**src/rtl/dispatch_scheduler.sv**
```systemverilog
// dispatch_scheduler: assigns batched transactions to the lowest free execution lane and enforces a drain barrier between batches.
// Ports:
//   clk, rst_n                  clock, asynchronous active-low reset
//   s_axis_*                    incoming transaction stream (read set is ignored)
//   batch_completed             pulse closing the current batch
//   lane_start, lane_programID  one-hot dispatch pulse and the dispatched program ID
//   lane_done                   per-lane completion pulses
//   lanes_busy                  lane occupancy bitmap
//   active_write_mask           union of write sets held by busy lanes
//   dispatched_count            transactions dispatched
//   batches_retired             completed barriers
//   done_error                  sticky flag for a completion on an idle lane
module dispatch_scheduler #(
    parameter int MAX_DEPENDENCIES = 256,
    parameter int NUM_LANES        = 4
) (
    input  logic                        clk,
    input  logic                        rst_n,
    input  logic                        s_axis_tvalid,
    output logic                        s_axis_tready,
    input  logic [63:0]                 s_axis_tdata_owner_programID,
    input  logic [MAX_DEPENDENCIES-1:0] s_axis_tdata_read_dependencies,
    input  logic [MAX_DEPENDENCIES-1:0] s_axis_tdata_write_dependencies,
    input  logic                        batch_completed,
    output logic [NUM_LANES-1:0]        lane_start,
    output logic [63:0]                 lane_programID,
    input  logic [NUM_LANES-1:0]        lane_done,
    output logic [NUM_LANES-1:0]        lanes_busy,
    output logic [MAX_DEPENDENCIES-1:0] active_write_mask,
    output logic [31:0]                 dispatched_count,
    output logic [31:0]                 batches_retired,
    output logic                        done_error
);
    typedef enum logic {DISPATCH, DRAIN} state_t;
    state_t state, state_nx;
    logic barrier_pending, pending_nx;
    logic [NUM_LANES-1:0] free_lanes, grant;
    logic [MAX_DEPENDENCIES-1:0] lane_mask [NUM_LANES];
    logic accept, retire;
    logic unused_read_deps;
    assign unused_read_deps = ^s_axis_tdata_read_dependencies;
    assign free_lanes = ~lanes_busy;
    // isolate the lowest set bit of the free map
    assign grant = free_lanes & (~free_lanes + NUM_LANES'(1));
    assign s_axis_tready = (state == DISPATCH) && !barrier_pending && !(&lanes_busy);
    assign accept = s_axis_tvalid && s_axis_tready;
    assign retire = (state == DRAIN) && (lanes_busy == '0);
    always_comb begin
        state_nx   = state;
        pending_nx = barrier_pending;
        if (state == DISPATCH) begin
            if (barrier_pending) begin
                state_nx   = DRAIN;
                pending_nx = 1'b0;
            end else if (batch_completed) begin
                pending_nx = 1'b1;
            end
        end else if (retire) begin
            state_nx = DISPATCH;
        end
    end
    always_comb begin
        active_write_mask = '0;
        for (int i = 0; i < NUM_LANES; i++)
            active_write_mask = active_write_mask | (lanes_busy[i] ? lane_mask[i] : '0);
    end
    always_ff @(posedge clk or negedge rst_n) begin
        if (!rst_n) begin
            state           <= DISPATCH;
            barrier_pending <= 1'b0;
        end else begin
            state           <= state_nx;
            barrier_pending <= pending_nx;
        end
    end
    always_ff @(posedge clk or negedge rst_n) begin
        if (!rst_n) begin
            lanes_busy       <= '0;
            lane_start       <= '0;
            lane_programID   <= '0;
            dispatched_count <= '0;
            batches_retired  <= '0;
            done_error       <= 1'b0;
            for (int i = 0; i < NUM_LANES; i++) lane_mask[i] <= '0;
        end else begin
            // grant only targets idle lanes, so it never collides with a done on the same lane
            lanes_busy <= (lanes_busy & ~lane_done) | (accept ? grant : '0);
            lane_start <= accept ? grant : '0;
            if (accept) begin
                lane_programID   <= s_axis_tdata_owner_programID;
                dispatched_count <= dispatched_count + 32'd1;
            end
            if (retire) batches_retired <= batches_retired + 32'd1;
            if (|(lane_done & ~lanes_busy)) done_error <= 1'b1;
            for (int i = 0; i < NUM_LANES; i++)
                if (accept && grant[i]) lane_mask[i] <= s_axis_tdata_write_dependencies;
        end
    end
endmodule

```
**config.mk**
```make
export PLATFORM = sky130hd
export DESIGN_NAME = dispatch_scheduler
export DESIGN_NICKNAME = d
export VERILOG_FILES = /design/src/rtl/dispatch_scheduler.sv
export SDC_FILE = /design/constraint.sdc
export NUM_CORES = 2
export LEC_CHECK = 0
export ABC_AREA = 1
export ABC_CLOCK_PERIOD_IN_PS = 2200
export CORE_AREA = 3 3 377 379
export DETAILED_ROUTE_END_ITERATION = 8
export DIE_AREA = 0 0 380 382
export DONT_BUFFER_PORTS = 1
export PLACE_DENSITY = 0.45
export SYNTH_ARGS = -nofsm -noshare
export SYNTH_HDL_FRONTEND = slang
export SYNTH_SLANG_ARGS = --single-unit
```
**constraint.sdc**
```tcl
create_clock -name clk -period 2.2 [get_ports clk]
set_input_delay 0.55 -clock clk [delete_from_list [all_inputs] [get_ports clk]]
set_output_delay 0.55 -clock clk [all_outputs]
set_load 0.02 [all_outputs]
```
# == Yosys cells after proc, flatten, opt, wreduce, memory -nomap -nowiden ==
# Index checks and enable logic that the tools add are counted.
# word_totals
regBits,1163
out_inout_bits,394
in_bits,584
# op_classes
reduce_logical,13
addsub,3
n_bitwise,11
mux,10
# op_table
op,n
$mux W256,4
$or A256 B256 Y256,3
$add A32 B1 Y32 const B,2
$and A4 B4 Y4,3
$not A4 Y4,3
$logic_and A1 B1 Y1,8
$mux W1,5
$add A4 B1 Y4 const B,1
$logic_not A4 Y1,1
$mux W4,1
$or A4 B4 Y4,1
$reduce_and A4 Y1,1
$reduce_or A4 Y1,1
$logic_not A1 Y1,2
$not A1 Y1,1

# == Longest topological paths before layout ==
# logic_depth
ltp_word,6
mapped_depth,10

# == Worst setup path after synthesis ==
# No wires, ideal clock.
# synth_path
kind,reg-to-output
from,register lanes_busy[3]
to,output port active_write_mask[215]
setup_slack_ns,0.145
t_required_ns,1.650
arrival_ns,1.505
path_stages_with_launch,6
path_buffers,3
path_cell_list,dfrtp_1 > clkbuf_1 > clkbuf_1 > buf_1 > nand2_1 > nand4_1
# synth_via
elab_chain_cells,2
# synth_rtl
item,line,rtl
start: declaration,28,"output logic [NUM_LANES-1:0] lanes_busy,"
start signal: assignment,87,lanes_busy <= (lanes_busy & ~lane_done) | (accept ? grant : '0);
$mux W256,65,active_write_mask = active_write_mask | (lanes_busy[i] ? lane_mask[i] : '0);
$or A256 B256 Y256,65,
end: declaration,29,"output logic [MAX_DEPENDENCIES-1:0] active_write_mask,"
# Every way passes these cells.

# == Worst setup path in the final report ==
# layout_path
from,register lanes_busy[2]
to,output port active_write_mask[84]
# layout_via
elab_chain_cells,3
# layout_rtl
item,line
$mux W256,65
$or A256 B256 Y256 (2 in a row),65
# Every way passes these cells.

==> metrics.cfg <==
[logic_synthesis]
yosys.area_share.simple_pct = 23.4
synth_compound_area_share_pct = 10.6
synth.distinct_cells = 27
seq_area_frac_synth_pct = 59.5
avgSynthCellArea_um2 = 8.51
muxShareOfSynthArea_pct = 0
ys_async_sr_fraction_pct = 100
synth_edf_count = 0
synthAdderAreaFrac_pct = 0.0511
synth_ff_type = dfrtp_1
synthCells = 5752
synth_fp_nets = 6338
yosys_register_bits = 1163
synth_top_family_by_area = simple AND/OR/NAND/NOR gates
synthXorXnorAreaFrac_pct = 0.662
yosys_warnings = 0
syn_area_um2 = 49000

[global_route]
grt.total_usage_pct = 21.7
grt_overflow = 0
grt_pass1_wl_um = 247000
grt_pass1_vias = 39200
grt_max_degree = 1164
antenna_found_initial = 38

[floorplanning]
io_pins = 978
die_w_um = 380
die_h_um = 382
coreArea_um2 = 139000
rows = 137
start_util_pct = 35.2
die_area_um2 = 145000

[finish]
fin_nets = 6776
layout_commonest_cell = nand2_1
area_growth_pct = 28.4
drive_gt1_share_pct = 10.8
final_cell_mix = nand2_1 (2310), dfrtp_1 (1159), o21ai_0 (688)

[placed_design]
port_buffers = 0
dp_hpwl_um = 99200
pre_cts_slack_ps = 109
globalplace.congestion = 0.857

[clock_network]
hold_buffers = 321
clockBufferDepth = 3
clkTransAtPathRegs_ps = 60
cts.sinks = 1163
cts_max_level = 4
worstSkewPairLatency_ps = 750
root_buffer = clkbuf_16
cts_buffers = 137
cts_tree = yes

[power]
power_switching_share_pct = 35.8
combPwrFrac_pct = 28.4
finalPower_mw = 76.9
clkPwrFrac_pct = 29.6
seq_power_share_pct = 41.9
powerDensity_nw_per_um2 = 1220
power.switching_mw = 27.5
p_int_mw = 49.4
leakage_nw = 29.6
vdd_drop_max_uv = 697

[sta]
worst_slew_pin_slew_ps = 1820
setup_violations = 336
hold_viol = 299
min_period_over_period_pct = 124
slew_violations = 197
fmax_mhz = 366
rsz0062_at_grt = yes
fin_crit_ps = 2730
timing.hold.ws_ps = -507
layout_setup_ws_ps = -533
finClkSkew_ps = 21.3
relSlewSlack_pct = -21.0

[min_path]
worst_hold_path_type = in2async

[worst_setup_path]
start_kind = flop
required_ps = 1650
critPathKind = reg2out
arrival_ps = 2180
endpoint_kind = output port
cp_max_fo = 7

[routing]
ant_nets = 0
avgViaCountPerCell = 4.87
drt_first_pass_iters = 8
wirelength_um = 162000
drt_drc_violations_left = 0
route.detailed.wl_per_inst_um = 19.7
first_iter_violations = 2683
vias = 39900

[status]
status = complete, but fails checks
violations = hold timing, slew limit, setup timing

[flow_run]
max-cap-violations = 0

-- layer usage --
metal  up-vias  routed length (um)  GRT usage [%]
li1      19500                   -              -
met1     19200               72000           28.9
met2       975               74200           34.4
met3       204               12400           7.09
met4        34                2830           4.97
met5         -                 210              0
-- logic make-up (layout without fill, tap and decap cells) --
group | after synthesis | after routing
flip-flops | 1163 | 1163
buffers and inverters | 680 | 1224
XOR/XNOR | 37 | 37
AO/OA/AOI/OAI | 1032 | 1032
other | 0 | 23
adder cells (fa/ha/maj) | 2 | 2
AND/OR/NAND/NOR | 2838 | 2838
-- cells in the mapped netlist (2+ instances only) --
| cell | number | area, um2 |
|---|---|---|
| nand2_1 | 2422 | 9090 |
| inv_1 | 321 | 1200 |
| nor2_1 | 84 | 315 |
| nand4_1 | 273 | 1710 |
| xor2_1 | 20 | 175 |
| xnor2_1 | 17 | 149 |
| buf_4 | 5 | 37.5 |
| buf_2 | 156 | 781 |
| o21ai_1 | 343 | 1720 |
| clkbuf_2 | 15 | 75.1 |
| nor2_2 | 2 | 12.5 |
| o21ai_0 | 688 | 3440 |
| clkbuf_1 | 155 | 582 |
| buf_1 | 18 | 67.6 |
| nand3b_1 | 7 | 52.6 |
| dfrtp_1 | 1163 | 29100 |
| nand3_1 | 33 | 165 |
| nor3_1 | 11 | 55.1 |
| ha_1 | 2 | 25.0 |
| buf_6 | 10 | 113 |
-- final cells by class --
type | count | area [um2]
fillers | 13800 | 76300
flip-flops and latches | 1163 | 29100
multi-input cells | 3909 | 17400
repair buffers | 658 | 8210
clock buffers | 209 | 4130
well taps | 1876 | 2350
inverters | 321 | 1200
clock inverters | 36 | 417
diodes | 23 | 57.6
-- metrics by stage --
stage	hold WS [ps]	utilization, %	cell area, um2	cells	setup TNS, ps
after floorplan	254	-	49000	5752	0
after global placement	282	37.9	52700	7537	0
after detailed placement	282	37.9	52700	7537	0
after CTS	-551	44.4	61800	8148	-139930
after global routing	-568	45.1	62800	8178	-168210
final	-507	45.2	62900	8195	-117040
-- final timing paths --
check,start,to,slack (ps),cells after the start
max in group asynchronous,rst_n,lane_mask[891],420,4
max,lanes_busy[2],active_write_mask[84],-530,6
min reg2reg,barrier_pending,barrier_pending,470,2
min in group clk,s_axis_tdata_write_dependencies[36],lane_mask[36],60,2
min,rst_n,lane_mask[997],-510,0
max reg2reg,lanes_busy[2],lane_mask[89],-40,9
-- state kept, by name, summed over array words and instances, names as in the netlist --
signal and flops:
lane_mask 1024, lane_programID 64, batches_retired 32, dispatched_count 32, lane_start 4, lanes_busy 4, barrier_pending 1, done_error 1
state 1
-- worst max-delay path: stages, from the launching register on --
cell and delay [ps]:
dfrtp_4 550, buf_12 190, buf_16 160, buf_12 150
nand2_4 50, nand4_1 130, buf_6 190
-- what timing repair did --
action | in CTS | in global routing
pin swaps | 83 | 69
endpoints found under the setup margin | 261 | 1132
hold endpoints to repair | 2139 | 285
buffers inserted | 30 | 3
gates resized for setup | 155 | 143
gates cloned | 15 | 17
-- power groups by stage --
stage	combinational (mW)	clock [mW]	sequential [mW]
after floorplan	12.3	0	31.5
after global placement	18.8	0	32.3
after detailed placement	19.1	0	32.4
after CTS	21.2	23.5	32.1
after global routing	24.4	24.4	33.1
final	21.9	22.8	32.3
(Power assumes the default switching activity.)
